===== src/rtl/mem_bus_arbiter.sv =====
`default_nettype none
// ============================================================================
// Module   : mem_bus_arbiter
// Brief    : N-master to 1-slave memory bus arbiter, fixed-priority or
//            round-robin selection, with bus locking for RMW sequences.
// Revision : 1.0 - initial release
// ============================================================================
module mem_bus_arbiter #(
    parameter int NUM_MASTERS = 2,
    parameter int ADDR_WIDTH  = 19,
    parameter int DATA_WIDTH  = 16,
    parameter bit ROUND_ROBIN = 1'b0,
    localparam int c_grant_w  = (NUM_MASTERS > 1) ? $clog2(NUM_MASTERS) : 1,
    localparam int c_be_w     = DATA_WIDTH / 8
) (
    input  logic                              clk,
    input  logic                              reset,
    input  logic [NUM_MASTERS-1:0]            m_access,
    input  logic [NUM_MASTERS-1:0]            m_wr_en,
    input  logic [NUM_MASTERS-1:0]            m_lock,
    input  logic [NUM_MASTERS*ADDR_WIDTH-1:0] m_addr,
    input  logic [NUM_MASTERS*DATA_WIDTH-1:0] m_data_out,
    input  logic [NUM_MASTERS*c_be_w-1:0]     m_bytesel,
    output logic [NUM_MASTERS-1:0]            m_ack,
    output logic [DATA_WIDTH-1:0]             m_data_in,
    output logic                              s_access,
    output logic                              s_wr_en,
    output logic [ADDR_WIDTH-1:0]             s_addr,
    output logic [DATA_WIDTH-1:0]             s_data_out,
    output logic [c_be_w-1:0]                 s_bytesel,
    input  logic                              s_ack,
    input  logic [DATA_WIDTH-1:0]             s_data_in,
    output logic [c_grant_w-1:0]              grant
);

    typedef enum logic [1:0] {
        ST_IDLE = 2'd0,
        ST_BUSY = 2'd1,
        ST_ACK  = 2'd2
    } state_t;

    state_t                  r_state;
    logic                    r_s_access;
    logic                    r_s_wr_en;
    logic [ADDR_WIDTH-1:0]   r_s_addr;
    logic [DATA_WIDTH-1:0]   r_s_data_out;
    logic [c_be_w-1:0]       r_s_bytesel;
    logic [NUM_MASTERS-1:0]  r_m_ack;
    logic [DATA_WIDTH-1:0]   r_m_data_in;
    logic [c_grant_w-1:0]    r_grant;
    logic [c_grant_w-1:0]    r_rr_base;
    logic                    r_lock_held;

    logic                    w_locked;
    logic [NUM_MASTERS-1:0]  w_grant_onehot;
    logic [NUM_MASTERS-1:0]  w_cand;
    logic [c_grant_w-1:0]    w_winner;
    logic [c_grant_w-1:0]    w_next_base;

    // A held lock only survives while its owner keeps m_lock asserted.
    assign w_locked       = r_lock_held & m_lock[r_grant];
    assign w_grant_onehot = NUM_MASTERS'(1) << r_grant;
    assign w_cand         = w_locked ? (m_access & w_grant_onehot) : m_access;

    generate
        if (NUM_MASTERS == 1) begin : g_single
            assign w_winner    = '0;
            assign w_next_base = '0;
        end else begin : g_multi
            int                   w_base;
            logic [c_grant_w-1:0] w_idx;

            assign w_base = ROUND_ROBIN ? int'(r_rr_base) : 0;

            // Scan downward so the lowest offset from the base wins last.
            always_comb begin
                w_winner = '0;
                w_idx    = '0;
                for (int off = NUM_MASTERS - 1; off >= 0; off--) begin
                    w_idx = c_grant_w'((w_base + off) % NUM_MASTERS);
                    if (w_cand[w_idx]) begin
                        w_winner = w_idx;
                    end
                end
            end

            assign w_next_base = (int'(w_winner) == NUM_MASTERS - 1) ? '0
                                                                     : w_winner + 1'b1;
        end
    endgenerate

    always_ff @(posedge clk or posedge reset) begin
        if (reset) begin
            r_state      <= ST_IDLE;
            r_s_access   <= 1'b0;
            r_s_wr_en    <= 1'b0;
            r_s_addr     <= '0;
            r_s_data_out <= '0;
            r_s_bytesel  <= '0;
            r_m_ack      <= '0;
            r_m_data_in  <= '0;
            r_grant      <= '0;
            r_rr_base    <= '0;
            r_lock_held  <= 1'b0;
        end else begin
            r_m_ack <= '0;
            case (r_state)
                ST_IDLE: begin
                    if (|w_cand) begin
                        r_grant      <= w_winner;
                        r_rr_base    <= w_next_base;
                        r_lock_held  <= m_lock[w_winner];
                        r_s_wr_en    <= m_wr_en[w_winner];
                        r_s_addr     <= m_addr[int'(w_winner)*ADDR_WIDTH +: ADDR_WIDTH];
                        r_s_data_out <= m_data_out[int'(w_winner)*DATA_WIDTH +: DATA_WIDTH];
                        r_s_bytesel  <= m_bytesel[int'(w_winner)*c_be_w +: c_be_w];
                        r_s_access   <= 1'b1;
                        r_state      <= ST_BUSY;
                    end else begin
                        r_lock_held  <= w_locked;
                    end
                end
                ST_BUSY: begin
                    // Completes even if the master withdrew its request.
                    if (s_ack) begin
                        r_s_access  <= 1'b0;
                        r_m_ack     <= w_grant_onehot;
                        r_m_data_in <= s_data_in;
                        r_state     <= ST_ACK;
                    end
                end
                ST_ACK: begin
                    // Requests seen alongside m_ack are stale; arbitrate next cycle.
                    r_state <= ST_IDLE;
                end
                default: begin
                    r_state <= ST_IDLE;
                end
            endcase
        end
    end

    assign m_ack      = r_m_ack;
    assign m_data_in  = r_m_data_in;
    assign s_access   = r_s_access;
    assign s_wr_en    = r_s_wr_en;
    assign s_addr     = r_s_addr;
    assign s_data_out = r_s_data_out;
    assign s_bytesel  = r_s_bytesel;
    assign grant      = r_grant;

endmodule
`default_nettype wire


===== config.mk =====
export PLATFORM = sky130hd
export DESIGN_NAME = mem_bus_arbiter
export DESIGN_NICKNAME = d
export VERILOG_FILES = /design/src/rtl/mem_bus_arbiter.sv
export SDC_FILE = /design/constraint.sdc
export NUM_CORES = 1
export LEC_CHECK = 0
export CAP_MARGIN = 20
export CORE_AREA = 8 8 100 102
export DETAILED_ROUTE_END_ITERATION = 12
export DIE_AREA = 0 0 108 110
export GPL_TIMING_DRIVEN = 0
export PLACE_DENSITY = 0.75
export SKIP_LAST_GASP = 1
export SLEW_MARGIN = 20
export SYNTH_ARGS = -nofsm -noshare
export SYNTH_HDL_FRONTEND = slang
export SYNTH_SLANG_ARGS = --single-unit

===== constraint.sdc =====
create_clock -name clk -period 1.9 [get_ports clk]
set_input_delay 0.19 -clock clk [delete_from_list [all_inputs] [get_ports clk]]
set_output_delay 0.19 -clock clk [all_outputs]
set_load 0.1 [all_outputs]

**After elaboration in Yosys (flattened, before gate mapping)**

Index checks and enable logic that the tools add are counted.

- Register bits after elaboration: 61
- Logic and storage cells: 47
- Input bits: 99
- Output and inout bits: 58

- Order comparisons: 2
- Bitwise logic cells: 2
- Reduce and logical (&&, ||, !) cells: 7
- Shift-type cells: 4
- Multipliers: 1
- Equal/unequal tests: 3
- Mux-type cells: 18

Operator list:

| cell | number |
|---|---|
| variable part select 38 x 7 -> 19 bit | 1 |
| variable part select 32 x 6 -> 16 bit | 1 |
| two-way mux 1 bit | 11 |
| two-way mux 2 bit | 5 |
| multiplier 1 x 5 -> 6 bit, second input constant | 1 |
| AND reduction 2 bit | 3 |
| less-than comparator 1 x 2 -> 1 bit, second input constant | 2 |
| != test 2 bit, second input constant | 2 |
| case mux 2 bit (2 select lines) | 1 |
| variable part select 4 x 3 -> 2 bit | 1 |
| AND reduction 3 bit | 1 |
| bitwise AND 2 bit | 1 |
| == test 2 x 1 -> 1 bit, second input constant | 1 |
| logical NOT 2 bit | 1 |
| case mux 1 bit (2 select lines) | 1 |
| nonzero test 2 bit | 1 |
| OR reduction 2 bit | 1 |
| << shifter 1 x 1 -> 2 bit, first input constant | 1 |
| bitwise AND 1 bit | 1 |

**Logic depth before layout (Yosys ltp)**

Gate-level depths: netlist of the first run.

- Word-level depth: 9
- Mapped depth: 6
- Mapped depth without buffers: 4

**Least setup slack after synthesis of the first run**

No wires, ideal clock.

- Path kind: reg2reg
- From: register r_grant (netlist: grant)
- To: register r_s_addr[14] (netlist: s_addr[14])
- Setup time: 125 ps
- Clock period less this slack: 2286 ps
- Stages on the path, launching flop included: 6
- Required time: 1775 ps
- Buffers on the path: 2
- Setup slack: -386 ps
- Arrival: 2160 ps
- Cells stage by stage: dfrtp_1 > a32oi_2 > buf_6 > buf_8 > mux2_4 > mux2_2

- Word-level cells in the longest chain between the ends: 8
- Elaborated cells on any way between the ends: 12
- Classes of those cells: mul: 1; shift: 2; mux: 5; bitwise: 2; reduce/logical: 2

RTL lines:

| what | RTL line | RTL |
|---|---|---|
| from (decl) | 50 | `logic [c_grant_w-1:0] r_grant;` |
| from (signal assigned) | 110 | `r_grant <= w_winner;` |
| two-way mux 1 bit (implied by the code) (2 in series) | 61 | `assign w_locked = r_lock_held & m_lock[r_grant];` |
| bitwise AND 1 bit | 61 |  |
| two-way mux 2 bit (*) | 63 | `assign w_cand = w_locked ? (m_access & w_grant_onehot) : m_access;` |
| two-way mux 1 bit (2 in series) | 81 | `if (w_cand[w_idx]) begin` |
| multiplier 1 x 5 -> 6 bit | 114 | `r_s_addr <= m_addr[int'(w_winner)*ADDR_WIDTH +: ADDR_WIDTH];` |
| variable part select 38 x 7 -> 19 bit | 114 |  |
| to (signal assigned) | 114 |  |
| to (decl) | 45 | `logic [ADDR_WIDTH-1:0] r_s_addr;` |

Mark *: on every way between the ends. The rest lies on a longest branch, timed or not. The select of a mux whose other input is x is not followed.
A chain may end at the register's enable or synchronous reset.

**Worst setup path after layout of the first run**

- From: input port m_access[0]
- To: register r_s_addr[13] (netlist: s_addr[13])

- Word-level cells in the longest chain between the ends: 5
- Elaborated cells on any way between the ends: 7
- Classes of those cells: mul: 1; shift: 1; mux: 2; bitwise: 1; reduce/logical: 2

RTL lines:

| what | RTL line | RTL |
|---|---|---|
| from (decl) | 18 | `input logic [NUM_MASTERS-1:0] m_access,` |
| bitwise AND 2 bit | 63 |  |
| two-way mux 2 bit (*) | 63 |  |
| two-way mux 1 bit | 81 |  |
| multiplier 1 x 5 -> 6 bit | 114 |  |
| variable part select 38 x 7 -> 19 bit | 114 |  |

Mark *: on every way between the ends. The rest lies on a longest branch, timed or not.

==> results of run 1 <==
[layout make-up]
cell class | count | area, sq um
fill | 749 | 3700
timing repair buffer | 159 | 1530
sequential | 61 | 1530
multi-input combinational | 149 | 1270
clock buffer | 12 | 145
tap | 108 | 135
buffer | 11 | 87.6
clock inverter | 4 | 47.5
inverter | 3 | 13.8
[kinds of logic after synthesis]
| kind of cell | count (synthesis) | share of synthesized area [%] |
|---|---|---|
| multiplexers | 76 | 31.3 |
| AND/OR/NAND/NOR | 63 | 9.16 |
| AO/OA/AOI/OAI | 10 | 2.86 |
| flip-flops | 61 | 53.7 |
| buffers and inverters | 14 | 2.95 |
[repair_timing]
action | 4_1_cts | 5_1_grt
hold buffers | 0 | 0
resized for setup | 59 | 8
cloned | 0 | 0
pin swaps | 1 | 0
endpoints found under the setup margin | 69 | 39
hold endpoints to repair | 0 | 0
setup buffers | 1 | 1
[sequential cells by signal, indices dropped and copies added, names as in the netlist]
register,count
m_data_in,16
s_access,1
r_lock_held,1
s_data_out,16
m_ack,2
s_wr_en,1
r_state,2
s_bytesel,2
grant,1
s_addr,19
[worst max path at each step]
stage / from / cells after the start / endpoint
2_1_floorplan: grant / 5 / s_addr[14]
3_3_place_gp: reset / 2 / grant
3_5_place_dp: m_access[0] / 7 / s_data_out[0]
4_1_cts: r_state[0] / 4 / s_data_out[11]
5_1_grt: r_lock_held / 5 / s_addr[1]
6_report: m_access[0] / 7 / s_addr[13]
[per-stage QoR]
stage               hold WS, ns  util, %  setup TNS (ns)  instances  area, sq um
finish                    0.174     56.2               0        507         4760
global route              0.204     56.2          -0.463        507         4760
CTS                       0.167     55.9               0        506         4730
detailed placement        0.455     54.2          -12.74        489         4590
global placement          0.446     54.0          -68.07        488         4570
floorplan                 0.295        -          -0.253        224         2870
[per-layer routing]
| layer | wire length (microns) | GRT usage, % | vias to the layer above |
|---|---|---|---|
| li1 | - | - | 1117 |
| met1 | 3090 | 14.9 | 1093 |
| met2 | 4060 | 23.4 | 91 |
| met3 | 846 | 5.99 | 16 |
| met4 | 182 | 6.94 | 0 |
| met5 | 0 | 0 | - |
[cells in the mapped netlist, types with 2 or more instances]
cell type	instances	area (sq um)
mux2_2	67	754
inv_1	2	7.51
dfrtp_1	61	1530
nor2_1	3	11.3
nand2_1	52	195
clkbuf_1	2	7.51
a21oi_1	2	10.0
buf_2	4	20.0
mux2_4	9	135
buf_4	2	15.0
[critical path, cell delays in order]
cell             delay (ns)
clkdlybuf4s50_1        0.55
a21bo_1                0.23
a32oi_2                0.23
buf_6                  0.16
buf_12                 0.12
mux2_2                 0.33
mux2_2                 0.26
==> flow_summary_export.csv, run 1 <==
group,metric,value,unit
status,status,"finished, final reports clean",
global_route,grt_max_degree,39,
critical_path,cp_max_fo,9,
clock_tree,cts_sinks,61,
floorplan,design.die.area,0.0119,sq mm
final_layout,diodes,0,
clock_tree,numCtsBuffers,9,
global_route,grt_pass1_vias,2575,
floorplan,start_util,33.6,%
synth,yosys_warnings,0,
synth,yosysSeqAreaShare,53.7,%
floorplan,fp-row-count,34,
floorplan,ios,157,
critical_path,reg2reg_slack,0.04,ns
floorplan,die_h,110,microns
placement,routabilityCongestion,0.702,
detailed_routing,firstDrtPassIters,4,
critical_path,worst-setup-path-type,"in2reg",
synth,async_flop_share,100,%
timing,worst_slew_pin_slew,1.00,ns
critical_path,cp-end-kind,"flip-flop",
clock_tree,cts_max_level,3,
synth,synth_edf_count,0,
critical_path,cp_data_arrival_time,2.08,ns
global_route,gr-total-overflow,0,
clock_tree,cts_tree,"built",
clock_tree,clk_path_buf_depth,2,
critical_path,reg2reg_to,"s_addr[13]",
timing,relSlewSlack,33.5,%
synth,syn_inst,224,
timing,fmax,535,MHz
final_layout,nets,493,
synth,synthesis.area,0.00284,sq mm
timing,hold_viol_final,0,
synth,ys_ff_latch,61,
critical_path,r2r_cells,6,
timing,slew_violations,0,
global_route,grt_first_pass_wirelength,13100,microns
final_layout,final_cell_mix,"clkdlybuf4s50_1, dfrtp_1, mux2_2",
detailed_routing,ant_nets,0,
timing,min_period,1.87,ns
placement,io_buffers,156,
detailed_routing,viasPerCell,4.57,
final_layout,final_common_cell,"clkdlybuf4s50_1",
critical_path,required,2.11,ns
critical_path,cp-start-kind,"input port",
timing,rsz0062_at_grt,"yes",
timing,finalSetupViolCount,0,
timing,finalWorstSetupSlack,0.0312,ns
clock_tree,insertion_delay,0.33,ns
placement,dp_hpwl,6540,microns
global_route,grt_usage,14.0,%
timing,period_share,98.4,%
final_layout,drive_above_1_share,26.8,%
worst_hold_path,worstHoldPathType,"in2async",
timing,finClkSkew,0.00968,ns
detailed_routing,initialDrtViolationCount,106,
detailed_routing,routed_wl,8180,microns
floorplan,die_x,108,microns
flow_run,max-cap-violations,0,
synth,syn_nets,323,
detailed_routing,via_count,2317,
placement,dp_slack,-0.426,ns
clock_tree,path_clk_slew,0.07,ns
synth,synth_cell_types,30,
global_route,antenna_found_initial,0,
clock_tree,clockRootBuffer,"clkbuf_8",
final_layout,areaGrowthSynthToFinish,67.5,%
synth,avgSynthCellArea,12.7,sq um
critical_path,rr_startpoint,"r_lock_held",
detailed_routing,wire_per_inst,16.1,microns
floorplan,core_region_area,0.00847,sq mm
synth,synthFlopType,"dfrtp_1",
detailed_routing,drc_errors,0,
Power of run 1 is left out: the tool's default activity adds up to more than one toggle a clock period on the data nets, which glitch-free logic cannot reach.
==> run 2: changes to the inputs <==
- CORE_AREA: 8 8 100 102 -> 8 8 86 118
- DIE_AREA: 0 0 108 110 -> 0 0 94 126
==> run 2 against run 1 <==
- maximum frequency up 0.24%
- critical path depth down 1
- sequential share of layout area down 0.51 points
- critical path type is now reg2reg
- largest cell class unchanged
==> flow_summary_export.csv, run 2 (synthesized netlist as in run 1, its figures left out) <==
group,metric,value,unit
status,status,"finished, final reports clean",
final_layout,finalInstanceArea,0.00484,sq mm
floorplan,ios,157,
placement,io_buffers,156,
critical_path,worst-setup-path-type,"reg2reg",
critical_path,cp-start-kind,"flip-flop",
timing,relSlewSlack,33.3,%
timing,hold_viol_final,0,
placement,dp_cells,486,
detailed_routing,initialDrtViolationCount,45,
detailed_routing,viasPerCell,4.57,
timing,period_share,98.1,%
placement,routabilityCongestion,0.716,
floorplan,die_x,94,microns
final_layout,fillCellCount,751,
floorplan,design.die.area,0.0118,sq mm
critical_path,required,2.10,ns
global_route,grt_max_degree,32,
final_layout,utilization,57.5,%
worst_hold_path,worstHoldPathType,"in2async",
floorplan,start_util,33.8,%
detailed_routing,routed_wl,8190,microns
clock_tree,clockRootBuffer,"clkbuf_16",
detailed_routing,via_count,2301,
floorplan,fp-row-count,40,
critical_path,cp_max_fo,9,
timing,rsz0062_at_grt,"yes",
final_layout,drive_above_1_share,26.1,%
global_route,grt_pass1_vias,2691,
clock_tree,cts_tree,"built",
critical_path,cp-end-kind,"flip-flop",
detailed_routing,ant_nets,0,
detailed_routing,firstDrtPassIters,3,
placement,dp_hpwl,6630,microns
global_route,grt_first_pass_wirelength,13100,microns
clock_tree,clk_path_buf_depth,2,
timing,slew_violations,0,
final_layout,diodes,0,
clock_tree,cts_sinks,61,
clock_tree,insertion_delay,0.32,ns
floorplan,die_h,126,microns
timing,min_period,1.86,ns
placement,placed_cell_area,0.00459,sq mm
timing,finalSetupViolCount,0,
clock_tree,cts_max_level,3,
global_route,grt_usage,14.2,%
final_layout,final_cell_mix,"clkdlybuf4s50_1, dfrtp_1, mux2_2",
floorplan,core_region_area,0.00841,sq mm
global_route,gr-total-overflow,0,
detailed_routing,drc_errors,0,
timing,finClkSkew,0.00331,ns
final_layout,multi_input_area,0.00127,sq mm
final_layout,nets,493,
final_layout,final_common_cell,"clkdlybuf4s50_1",
detailed_routing,wire_per_inst,16.3,microns
timing,fmax,536,MHz
final_layout,register_area,0.00153,sq mm
global_route,antenna_found_initial,0,
clock_tree,numCtsBuffers,9,
timing,worst_slew_pin_slew,1.00,ns
final_layout,final_cells,504,
clock_tree,path_clk_slew,0.05,ns
flow_run,max-cap-violations,0,
final_layout,largest_reg_flops,19,
critical_path,cp_data_arrival_time,2.07,ns
final_layout,areaGrowthSynthToFinish,70.2,%
## run 2: changes by cell type in the layout (fill, tap and decap cells not counted), sizes merged
| cell | previous run | this run |
|---|---|---|
| dlygate4sd2 | 57 | 58 |
| buf | 9 | 10 |
| clkbuf | 18 | 19 |
| clkdlybuf4s50 | 98 | 97 |
| bufinv | 1 | 0 |
| clkdlybuf4s15 | 0 | 1 |
| clkinv | 3 | 2 |
| clkinvlp | 1 | 0 |
## run 2: critical path, cell delays in order (launching register included)
cell and delay, ns:
dfrtp_1 0.41, a21bo_1 0.21, a32oi_2 0.24, buf_6 0.16, buf_12 0.12, mux2_2 0.34
mux2_2 0.26
## run 2: what timing repair did
action / in CTS / in global routing
endpoints found under the setup margin: 87 / 38
gates resized for setup: 61 / 5
buffers inserted: 2 / 0
pin swaps: 1 / 0
gates cloned: 0 / 0
hold buffers: 0 / 0
## run 2: layout make-up
cell class | instances | area share [%]
repair buffers | 159 | 31.8
flip-flops and latches | 61 | 31.6
multi-input cells | 149 | 26.2
clock buffers | 15 | 5.54
well taps | 105 | 2.72
plain buffers | 11 | 1.81
inverters | 3 | 0.285
clock inverters | 1 | 0.103
## run 2: final timing paths
kind | slack, ns | cells after the start | to | from
min | 0.23 | 2 | s_addr[3] | reset
max in group asynchronous | 1.16 | 3 | grant | reset
min reg2reg | 0.47 | 2 | m_data_in[12] | m_data_in[12]
max reg2reg | 0.04 | 6 | s_bytesel[1] | r_lock_held
max | 0.04 | 6 | s_bytesel[1] | r_lock_held
min in group clk | 0.33 | 2 | r_lock_held | m_access[0]
## run 2: per-stage QoR
stage	worst slack, ns	hold slack, ns	TNS (ns)
CTS	-0.00351	0.230	-0.00635
detailed placement	-0.464	0.462	-14.09
global route	-0.0297	0.259	-0.430
global placement	-1.07	0.444	-67.24
floorplan	-0.0292	0.295	-0.253
finish	0.0357	0.227	0
## run 2: routing by layer
metal / vias to the layer above / track usage [%] / routed length (microns)
li1: 1111 / - / -
met1: 1094 / 13.1 / 2800
met2: 81 / 25.4 / 4460
met3: 15 / 6.18 / 757
met4: 0 / 7.22 / 179
met5: - / 0 / 0
Power of run 2 is left out for the same reason.
==> run 3: changes to the inputs <==
- GPL_ROUTABILITY_DRIVEN: unset -> 0
==> results of run 3 <==
Final layout, timing and power as in run 2 (identical DEF).
Power of run 3 is left out for the same reason.
